===== config.mk =====
export PLATFORM = sky130hd
export DESIGN_NAME = cdc_handshake_tx
export DESIGN_NICKNAME = d
export VERILOG_FILES = /design/src/rtl/cdc_handshake_tx.sv
export SDC_FILE = /design/constraint.sdc
export NUM_CORES = 1
export LEC_CHECK = 0
export ABC_AREA = 1
export BUFFER_PORTS_ARGS = -buffer_cell sky130_fd_sc_hd__buf_2
export CORE_UTILIZATION = 40
export CTS_BUF_LIST = sky130_fd_sc_hd__clkbuf_4 sky130_fd_sc_hd__clkbuf_8 sky130_fd_sc_hd__clkbuf_16
export CTS_CLUSTER_SIZE = 14
export DETAILED_ROUTE_END_ITERATION = 10
export GPL_TIMING_DRIVEN = 0
export PLACE_DENSITY = 0.72
export SYNTH_ARGS = -nofsm -noshare
export SYNTH_HDL_FRONTEND = slang
export SYNTH_SLANG_ARGS = --single-unit

===== constraint.sdc =====
create_clock -name clk -period 1.7 [get_ports clk]
set_input_delay 0 -clock clk [delete_from_list [all_inputs] [get_ports clk]]
set_output_delay 0 -clock clk [all_outputs]
set_load 0.01 [all_outputs]

===== src/rtl/cdc_handshake_tx.sv =====
// Source-side end of a 4-phase req/ack clock-domain crossing: launches a held word with tx_req
// and waits for the synchronized tx_ack. Optional REQ timeout is enabled with CDC_TX_TIMEOUT_EN.
module cdc_handshake_tx #(
   parameter int DATA_WIDTH     = 8,
   parameter int SYNC_STAGES    = 2,
   parameter int TIMEOUT_CYCLES = 255
) (
   input  logic                  clk,
   input  logic                  rst,
   input  logic [DATA_WIDTH-1:0] in_data,
   input  logic                  in_valid,
   output logic                  in_ready,
   output logic [DATA_WIDTH-1:0] tx_data,
   output logic                  tx_req,
   input  logic                  tx_ack,
   output logic                  busy,
   output logic [15:0]           xfer_count,
   output logic                  timeout_err
);

   localparam logic [1:0] ST_IDLE    = 2'd0;
   localparam logic [1:0] ST_REQ     = 2'd1;
   localparam logic [1:0] ST_ACK_LOW = 2'd2;

   if (SYNC_STAGES < 2 || SYNC_STAGES > 4) begin : g_bad_sync
      $error("cdc_handshake_tx: SYNC_STAGES must be 2..4");
   end
   if (TIMEOUT_CYCLES < 1 || TIMEOUT_CYCLES > 65535) begin : g_bad_timeout
      $error("cdc_handshake_tx: TIMEOUT_CYCLES must be 1..65535");
   end

   logic [1:0]            state_q, state_d;
   logic                  tx_req_q, tx_req_d;
   logic [DATA_WIDTH-1:0] tx_data_q, tx_data_d;
   logic [15:0]           xfer_q, xfer_d;
   logic [SYNC_STAGES-1:0] sync_q;
   logic                  ack_sync;
   logic                  skip_inc;

   // tx_ack is sampled only by the first flop of this chain
   always_ff @(posedge clk) begin
      if (rst) sync_q <= '0;
      else     sync_q <= {sync_q[SYNC_STAGES-2:0], tx_ack};
   end
   assign ack_sync = sync_q[SYNC_STAGES-1];

`ifdef CDC_TX_TIMEOUT_EN
   localparam logic [15:0] TO_LAST = 16'(TIMEOUT_CYCLES - 1);
   logic [15:0] to_cnt_q, to_cnt_d;
   logic        to_err_q, to_err_d;
   logic        to_hit_q, to_hit_d;

   always_ff @(posedge clk) begin
      if (rst) begin
         to_cnt_q <= '0;
         to_err_q <= 1'b0;
         to_hit_q <= 1'b0;
      end else begin
         to_cnt_q <= to_cnt_d;
         to_err_q <= to_err_d;
         to_hit_q <= to_hit_d;
      end
   end
   assign timeout_err = to_err_q;
   assign skip_inc    = to_hit_q;
`else
   assign timeout_err = 1'b0;
   assign skip_inc    = 1'b0;
`endif

   always_comb begin
      state_d   = state_q;
      tx_req_d  = tx_req_q;
      tx_data_d = tx_data_q;
      xfer_d    = xfer_q;
`ifdef CDC_TX_TIMEOUT_EN
      to_cnt_d  = to_cnt_q;
      to_err_d  = to_err_q;
      to_hit_d  = to_hit_q;
`endif
      case (state_q)
         ST_IDLE: begin
            if (in_valid && in_ready) begin
               tx_data_d = in_data;
               tx_req_d  = 1'b1;
               state_d   = ST_REQ;
`ifdef CDC_TX_TIMEOUT_EN
               to_cnt_d  = '0;
               to_hit_d  = 1'b0;
`endif
            end
         end
         ST_REQ: begin
`ifdef CDC_TX_TIMEOUT_EN
            to_cnt_d = to_cnt_q + 16'd1;
`endif
            if (ack_sync) begin
               tx_req_d = 1'b0;
               state_d  = ST_ACK_LOW;
            end
`ifdef CDC_TX_TIMEOUT_EN
            else if (to_cnt_q == TO_LAST) begin
               // abandon this word; ACK_LOW still waits for a quiet ack before re-arming
               tx_req_d = 1'b0;
               to_err_d = 1'b1;
               to_hit_d = 1'b1;
               state_d  = ST_ACK_LOW;
            end
`endif
         end
         ST_ACK_LOW: begin
            if (!ack_sync) begin
               state_d = ST_IDLE;
               if (!skip_inc) xfer_d = xfer_q + 16'd1;
            end
         end
         default: begin
            state_d  = ST_IDLE;
            tx_req_d = 1'b0;
         end
      endcase
   end

   always_ff @(posedge clk) begin
      if (rst) begin
         state_q   <= ST_IDLE;
         tx_req_q  <= 1'b0;
         tx_data_q <= '0;
         xfer_q    <= '0;
      end else begin
         state_q   <= state_d;
         tx_req_q  <= tx_req_d;
         tx_data_q <= tx_data_d;
         xfer_q    <= xfer_d;
      end
   end

   assign in_ready   = (state_q == ST_IDLE) && !ack_sync;
   assign busy       = (state_q != ST_IDLE);
   assign tx_req     = tx_req_q;
   assign tx_data    = tx_data_q;
   assign xfer_count = xfer_q;

endmodule


; Word level (Yosys, flattened, before mapping)
; Index checks and enable logic that the tools add are counted.
[totals]
inputBits = 12
regBits = 29
[classes]
eq_ne = 5
addsub = 1
muxes = 7
n_reduce_logical = 9
bitwise_logic = 2
[ops]
columns = cell, count
row1 = 16-bit by 1-bit adder with 16-bit output (second input constant), 1
row2 = 2-bit 2-to-1 mux, 3
row3 = 2-bit != test (second input constant), 3
row4 = 2-bit case mux with 3 select lines, 1
row5 = 3-bit AND reduction, 2
row6 = 2-bit AND reduction, 2
row7 = 1-bit case mux with 3 select lines, 1
row8 = 2-bit by 1-bit equality test with 1-bit output (second input constant), 1
row9 = 2-bit equality test (second input constant), 1
row10 = 1-bit logical AND, 2
row11 = 2-bit zero test, 1
row12 = 1-bit 2-to-1 mux, 2
row13 = 1-bit NOT, 2
row14 = 2-bit nonzero test, 1
row15 = 1-bit zero test, 1

; Longest topological paths before layout
; Gate-level depths: netlist of the first run.
[logic_depth]
ltp_word = 5
ltp_mapped = 9

; Worst setup path after synthesis of the first run
; OpenSTA, ideal clock, no wires.
[synth_timing]
kind = register to register
startpoint = register xfer_q[0], in the netlist xfer_count[0]
endpoint = register xfer_q[8], in the netlist xfer_count[8]
required_ps = 1587
setup_time_ps = 113
period_less_slack_ps = 1293
path_stages_with_launch = 9
path_slack_ps = 407
arrival_time_ps = 1180
path_cell_list = dfxtp_1 > ha_1 > nand2_1 > nor2_1 > nand2_1 > nor2_4 > nand2_2 > o21ai_1 > nor2_1
[synth_via]
elab_chain_len = 1
[synth_rtl]
columns = element, line_no
row1 = from (decl), 35  ; logic [15:0] xfer_q, xfer_d;
row2 = from (signal assigned), 134  ; xfer_q <= xfer_d;
row3 = 16-bit by 1-bit adder with 16-bit output, 114  ; if (!skip_inc) xfer_d = xfer_q + 16'd1;
; No other way between the ends.
; A chain may end at the register's enable or synchronous reset.

; Final worst setup path of the first run
; Same ends and word-level chain as after synthesis.

==> run metrics, run 1 <==
Worst Path Buf+Inv=0; P_int=0.999 mW; routed via count=1298; setup_tns=0 ns; latest clock arrival within the worst-skew pair=0.32 ns; post-route minimum period=1.38 ns; Die X-Extent=59.8 um; clock power share=36.0%; hpwl dp=2000 um; Ports=40; worst vdd ir=0.000478 V; Initial DRC Count=64; Warnings, synthesis=0; htree depth=2; Arrival @ worst endpoint=1.61 ns; PortBufs=37; cell family contributing the most delay on the critical path=simple AND/OR/NAND/NOR gates; Area contributors post-synth=dfxtp_1 (43%), nand2_1 (12%), nor2_1 (7.3%); Yosys reg bits=29; WP data required=1.93 ns; Root Buffer=clkbuf_4; ant diodes=0; Comb pwr share=10.6%; RSZ-0062 raised after global routing=false; Layout Cell Area excl Fill=1750 um2; Worst-Margin Slew=0.502 ns; Die H=59.8 um; final hold vios=0; Inserted Clock Buffers=5; Post-Syn Nets=199; Max-Cap Viols=0; remaining global-route overflow=0; Psw=0.332 mW; proportion of netlist area held by the largest area contributor=43.4%; Sw Share=24.9%; Reg power frac=53.3%; Max Root-Sink Buffers=2; sequential area share after synthesis=43.4%; Max Slew Vio Count=0; CTS clk-pin slew, worst paths=0.09 ns; Initial Util=43.1%; Nets=253; area grow syn2layout=30.7%; Avg Cell Area, Syn=7.19 um2; worst setup path category=register to register; largest net degree at the start of global routing=11; share of cells above drive strength 1=26.1%; Cells after Synth=186; largest area contributor in the netlist=dfxtp_1; FMAX=0.723 GHz; clock sink total=29; Leak Pwr=0.765 nW; CP Launch Type=register; initial antenna violation count=0; PD cells=761 nW/um2; full die area=3580 um2; DR WL/cell=10.5 um; vias in the first global route=1141; GP Congestion=0.853; Cell variety after synth=23; status=finished, final reports clean; DRC Markers=0; part of the cycle the worst path needs=81.3%; worst-path maximum fanout=6; Crit-path slowest cell=dfxtp_1; Site Rows=20; final WL=3000 um; DRT antenna net count=0; Cell Area, Synth=1340 um2; CP Capture Type=register; CTS tree=done; global-route wire length before repair=4980 um; First-pass DRT Iterations=4; total of cells resized after clock tree synthesis=0; Hold Crit Class=input pin to register; area post-placement=1580 um2; overall power=1.33 mW; Clock Skew=0.00467 ns; Core ar.=3100 um2; Cell Chain, Critical Path=ha_1 > nand2_1 > nor2_1 > nand2_1 > nor2_4 > nand2_2 > o21ai_1 > nor2_1; Vias/cell=4.55; Worst path max stage delay=0.40 ns; global-route usage over all layers=18.9%; slew margin rel.=66.6%; # setup viols final=0
==> worst min-delay path, delay by kind of cell <==
kind / cells / cell delay [ns]
compound gates: 1 / 0.06
buf+inv: 1 / 0.21
simple gates: 1 / 0.15
==> flip-flops by register name, indices dropped and copies added (netlist names) <==
register,count
xfer_count,16
tx_data,8
state_q,2
sync_q,2
tx_req,1
==> area by class of cell <==
type                    count  area, um2
inverters                  22       82.6
repair buffers             47        285
well taps                  44       55.1
fillers                   303       1360
clock buffers               7       65.1
clock inverters             1       5.00
plain buffers               4       18.8
flip-flops and latches     29        581
multi-input cells         131        656
==> cell usage after synthesis (all sizes together) <==
cell type  count
nor3           6
nand2         46
buf            1
dfxtp         29
inv           21
nor2          31
nand3         17
clkbuf         3
clkinv         1
ha             1
conb           1
o21ai          5
xor2           1
nand4          5
a21oi         18
==> cells in the final DEF (no fill, tap or decap), types with 10 or more instances in the layout <==
cell type and n:
nand2_1 41, nor2_1 26, dlygate4sd3_1 10, nand3_1 16, a21oi_1 16, inv_1 18
dfxtp_1 29, buf_2 37
==> metal layers <==
layer	GRT usage, %	routed length [um]	share of wire, %	vias up
met5	0	0	0	-
met2	31.4	1450	48	28
li1	-	-	-	707
met3	5.84	95	3.2	4
met1	23.3	1420	47	559
met4	5.98	38	1.3	0
==> logic make-up after synthesis <==
logic type      synth area share, %
compound gates                 9.17
xor+xnor                      0.655
fa+ha+maj                     0.935
buf+inv                        7.58
flops                          43.4
other cells                   0.280
simple gates                   38.0
==> worst paths after layout <==
kind                  from            end  slack, ns  cells after the start
max          xfer_count[0]  xfer_count[8]       0.32                      8
min               in_valid     tx_data[1]       0.13                      3
max reg2reg  xfer_count[0]  xfer_count[8]       0.32                      8
min reg2reg      sync_q[0]      sync_q[1]       0.41                      2
==> timing repair <==
| item | in CTS | in global routing |
|---|---|---|
| buffers inserted | 0 | 0 |
| hold buffers | 10 | 0 |
| hold endpoints to repair | 11 | 0 |
==> power by group through the flow <==
| stage | Clock, mW | Sequential [mW] | Combinational [mW] |
|---|---|---|---|
| global placement | 0 | 0.725 | 0.122 |
| floorplan | 0 | 0.732 | 0.0703 |
| global route | 0.538 | 0.714 | 0.155 |
| CTS | 0.494 | 0.710 | 0.139 |
| finish | 0.480 | 0.710 | 0.141 |
| detailed placement | 0 | 0.725 | 0.122 |
==> per-stage QoR <==
step,util [%],cells,hold WS (ns),setup slack [ns]
CTS,56.3,285,0.0979,0.325
floorplan,-,186,0.0697,0.407
finish,56.3,285,0.129,0.318
global placement,50.8,267,0.202,0.376
global route,56.3,285,0.143,0.0730
detailed placement,50.8,267,0.209,0.344
Power figures use the tool's default switching activity.
==> inputs of run 2 (changes only) <==
--- a/config.mk
+++ b/config.mk
@@ -12,7 +12,7 @@
 export CTS_CLUSTER_SIZE = 14
 export DETAILED_ROUTE_END_ITERATION = 10
 export GPL_TIMING_DRIVEN = 0
-export PLACE_DENSITY = 0.72
+export PLACE_DENSITY = 0.74
 export SYNTH_ARGS = -nofsm -noshare
 export SYNTH_HDL_FRONTEND = slang
 export SYNTH_SLANG_ARGS = --single-unit
==> constraint.sdc (replaced) <==
create_clock -name clk -period 1.2 [get_ports clk]
set_input_delay 0 -clock clk [delete_from_list [all_inputs] [get_ports clk]]
set_output_delay 0 -clock clk [all_outputs]
set_load 0.01 [all_outputs]
==> run metrics, run 2 (same netlist as run 1, synthesis figures left out) <==
status=finished with violations; failing checks=setup timing; global-route wire length before repair=5330 um (+7.1%); min-delay src=in_valid; PD cells=968 nW/um2 (+27%); share of cells above drive strength 1=40.2% (+14 points); DRC Markers=0 (unchanged); area grow syn2layout=46.0%; max reg flops=16 (unchanged); Root Buffer=clkbuf_4; clock sink total=29 (unchanged); DRT antenna net count=0 (unchanged); full die area=3580 um2 (unchanged); Nets=261 (+3.2%); Hold Crit Class=input pin to register; Inserted Clock Buffers=5 (unchanged); CP Launch Type=register; CTS tree=done; post-placement cell count=267 (unchanged); most frequent cells in the layout=buf_2 (36), nand2_1 (31), nor2_1 (23); Die H=59.8 um (unchanged); RSZ-0062 raised after global routing=true; overall power=1.89 mW (+42%); # setup viols final=12 (+12); largest net degree at the start of global routing=11 (unchanged); remaining global-route overflow=0 (unchanged); initial antenna violation count=0 (unchanged); Setup Slack @ Placement=-0.0782 ns (-0.422 ns); crit path launch=xfer_count[0]; slew margin rel.=47.8% (-19 points); Leak Pwr=0.855 nW (+12%); DR WL/cell=12.8 um (+21%); htree depth=2 (unchanged); latest clock arrival within the worst-skew pair=0.34 ns (+0.02 ns); ant diodes=0 (unchanged); final WL=3740 um (+25%); Initial Util=43.1% (unchanged); vias in the first global route=1224 (+7.3%); RR Startpoint=xfer_count[0]; global-route usage over all layers=21.1% (+2.1 points); Ports=40 (unchanged); Max Root-Sink Buffers=2 (unchanged); CTS clk-pin slew, worst paths=0.09 ns (about the same); Arrival @ worst endpoint=1.51 ns (-0.10 ns); Site Rows=20 (unchanged); hpwl dp=2090 um (+4.9%); commonest non-fill, non-tap cell in the layout=buf_2; Non-Filler Instances=293 (+2.8%); part of the cycle the worst path needs=106% (+24 points); post-route minimum period=1.27 ns (-0.114 ns); GP Congestion=0.846 (-0.86%); Initial DRC Count=70 (+9.4%); final worst slack=-0.0683 ns (-0.386 ns); worst-path maximum fanout=6 (unchanged); PortBufs=37 (unchanged); Final Util=62.9% (+6.6 points); Vias/cell=4.93 (+8.3%); Worst-Margin Slew=0.782 ns (+0.281 ns); worst hold slack=0.278 ns (+0.148 ns); First-pass DRT Iterations=4 (unchanged); Fill cells=273 (-9.9%); Max Slew Vio Count=0 (unchanged); Die X-Extent=59.8 um (unchanged); WP data required=1.44 ns (-0.49 ns); final hold vios=0 (unchanged); Max-Cap Viols=0 (unchanged); worst setup path category=register to register; Clock Skew=0.00813 ns (+0.00345 ns); CP Capture Type=register; Core ar.=3100 um2 (unchanged); worst vdd ir=0.000457 V (-4.4%); FMAX=0.788 GHz (+9.0%); routed via count=1445 (+11%)
[run 2: final timing paths]
check / cells past startpoint / slack (ns) / endpoint
worst max register to register: 8 / -0.07 / xfer_count[8]
worst max-delay path: 8 / -0.07 / xfer_count[8]
worst min-delay path: 3 / 0.28 / tx_data[5]
worst min register to register: 2 / 0.40 / sync_q[1]
[run 2: worst max-delay path: stages (launching register included)]
cell and delay [ns]:
dfxtp_4 0.37, ha_4 0.14, nand2_4 0.05, nor2_4 0.08
nand2_2 0.08, nor2_4 0.19, nand2_2 0.09, o21ai_2 0.13
nor2_1 0.04
[run 2: metrics by stage]
step / area [um2] / setup TNS, ns
4_1_cts: 1790 / -0.216
6_report: 1950 / -0.351
2_1_floorplan: 1360 / -0.000886
3_5_place_dp: 1600 / -0.384
5_1_grt: 1950 / -1.69
3_3_place_gp: 1600 / -0.267
[run 2: layout make-up]
cell class	instances	area, um2	area share [%]
Buffer	4	18.8	0.961
Clock buffer	6	45.0	2.31
Clock inverter	2	10.0	0.512
Inverter	22	82.6	4.23
Multi-Input combinational cell	132	785	40.2
Sequential cell	29	601	30.7
Tap cell	44	55.1	2.82
Timing Repair Buffer	54	357	18.3
[run 2: per-layer routing]
metal / share of wire [%] / GRT usage (%) / wire length, um
met4: 3.4 / 15.0 / 126
met1: 43 / 24.5 / 1610
met5: 0 / 0 / 0
met2: 50 / 34.4 / 1850
met3: 4.1 / 4.11 / 155
[run 2: power breakdown]
part           switching (mW)  total, mW  internal (mW)
registers              0.0249       1.01          0.984
logic                   0.157      0.289          0.132
clock network           0.348      0.593          0.245
total                   0.530       1.89           1.36
[run 2: repair_timing]
action	4_1_cts	5_1_grt
gates resized for setup	6	31
buffers inserted	2	5
hold buffers	10	0
pin swaps	3	11
hold endpoints to repair	11	0
cloned	0	1
endpoints found under the setup margin	18	22
==> inputs of run 3 (changes only) <==
--- a/config.mk
+++ b/config.mk
@@ -13,6 +13,7 @@
 export DETAILED_ROUTE_END_ITERATION = 10
 export GPL_TIMING_DRIVEN = 0
 export PLACE_DENSITY = 0.74
+export SETUP_SLACK_MARGIN = 0.02
 export SYNTH_ARGS = -nofsm -noshare
 export SYNTH_HDL_FRONTEND = slang
 export SYNTH_SLANG_ARGS = --single-unit
==> run metrics, run 3 (same netlist as run 1, synthesis figures left out) <==
status=finished with violations; failing checks=setup timing; Multi-input gate area=779 um2 (-0.64%); Crit-path slowest cell=dfxtp_4; CTS tree=done; final hold vios=0 (unchanged); htree depth=2 (unchanged); max reg flops=16 (unchanged); Initial Util=43.1% (unchanged); remaining global-route overflow=0 (unchanged); CP Launch Type=register; full die area=3580 um2 (unchanged); # setup viols final=10 (-2); part of the cycle the worst path needs=107% (+0.81 points); PD cells=949 nW/um2 (-1.9%); Non-Filler Instances=296 (+1.0%); share of cells above drive strength 1=41.7% (+1.5 points); Max Slew Vio Count=0 (unchanged); CTS clk-pin slew, worst paths=0.10 ns (about the same); Cell Chain, Critical Path=ha_4 > nand2_4 > nor2_4 > nand2_2 > nor2_4 > nand2_2 > o21ai_2 > nor2_1; Fill cells=294 (+7.7%); RSZ-0062 raised after global routing=true; Core ar.=3100 um2 (unchanged); Final Util=63.8% (+0.89 points); Nets=264 (+1.1%); Die H=59.8 um (unchanged); Initial DRC Count=55 (-21%); final WL=3570 um (-4.7%); WP data required=1.43 ns (about the same); Max Root-Sink Buffers=2 (unchanged); CP Capture Type=register; worst hold slack=0.213 ns (-0.0642 ns); worst-path maximum fanout=6 (unchanged); area grow syn2layout=48.1%; FMAX=0.782 GHz (-0.76%); post-placement cell count=267 (unchanged); global-route usage over all layers=20.9% (-0.16 points); Arrival @ worst endpoint=1.51 ns (about the same); global-route wire length before repair=5390 um (+1.0%); DR WL/cell=12.1 um (-5.7%); Reg area=606 um2 (+0.83%); Site Rows=20 (unchanged); Vias/cell=4.83 (-2.1%); GP Congestion=0.855 (+1.1%); vias in the first global route=1276 (+4.2%); commonest non-fill, non-tap cell in the layout=buf_2; Inserted Clock Buffers=5 (unchanged); clock sink total=29 (unchanged); Leak Pwr=0.877 nW (+2.6%); Die X-Extent=59.8 um (unchanged); DRC Markers=0 (unchanged); most frequent cells in the layout=buf_2 (36), nand2_1 (32), nor2_1 (22); Hold Crit Class=input pin to register; setup_tns=-0.460 ns (-0.109 ns); worst vdd ir=0.000628 V (+38%); DRT antenna net count=0 (unchanged); initial antenna violation count=0 (unchanged); Ports=40 (unchanged); slew margin rel.=57.4% (+9.5 points); Worst-Margin Slew=0.639 ns (-0.143 ns); worst setup path category=register to register; Worst path max stage delay=0.38 ns (about the same); latest clock arrival within the worst-skew pair=0.33 ns (about the same); First-pass DRT Iterations=4 (unchanged); ant diodes=0 (unchanged); final worst slack=-0.0780 ns (-0.00975 ns); post-route minimum period=1.28 ns (+0.00975 ns); PortBufs=37 (unchanged); Root Buffer=clkbuf_4; overall power=1.88 mW (-0.54%); hpwl dp=2130 um (+1.6%); Max-Cap Viols=0 (unchanged); largest net degree at the start of global routing=11 (unchanged); routed via count=1429 (-1.1%); Clock Skew=0.00866 ns (+0.000527 ns)
-- run 3: what timing repair did --
item / in CTS / in global routing
gates cloned: 0 / 1
resized for setup: 5 / 40
pin swaps: 3 / 14
setup endpoints to repair: 19 / 20
hold endpoints to repair: 11 / 0
hold buffers: 10 / 0
setup buffers: 3 / 7
-- run 3: final timing paths --
kind                 startpoint            end  slack (ns)  cells after the start
hold / removal         in_valid     tx_data[7]        0.21                      3
setup / recovery  xfer_count[1]  xfer_count[8]       -0.08                      8
hold reg to reg       sync_q[0]      sync_q[1]        0.42                      2
setup reg to reg  xfer_count[1]  xfer_count[8]       -0.08                      8
-- run 3: critical path, delay by kind of cell, from the launching register on --
kind / cells / cell delay, ns
fa+ha+maj: 1 / 0.15
flops: 1 / 0.38
compound gates: 1 / 0.11
simple gates: 6 / 0.53
-- run 3: report_power, final --
part / leakage, nW / switching (mW) / internal (mW)
logic: 0.599 / 0.147 / 0.127
registers: 0.242 / 0.0254 / 0.981
clock network: 0.0354 / 0.354 / 0.245
total: 0.877 / 0.527 / 1.35
-- run 3: cell type report --
type                            count  area share, %
Multi-Input combinational cell    132           39.4
Buffer                              4          0.948
Timing Repair Buffer               57           19.3
Clock inverter                      2          0.505
Tap cell                           44           2.78
Inverter                           22           4.30
Sequential cell                    29           30.6
Clock buffer                        6           2.27
-- run 3: through the flow --
step | worst slack (ns) | cell area (um2)
2_1_floorplan | 0.00451 | 1360
3_3_place_gp | -0.0594 | 1600
3_5_place_dp | -0.0703 | 1600
4_1_cts | -0.0497 | 1790
5_1_grt | -0.172 | 1980
6_report | -0.0780 | 1980
-- run 3: per-layer routing --
layer / GRT usage (%) / up-vias / share of wire, %
met2: 33.8 / 48 / 50
met5: 0 / - / 0
met3: 6.49 / 7 / 4.6
met1: 24.0 / 648 / 43
met4: 12.6 / 0 / 2.7
li1: - / 726 / -
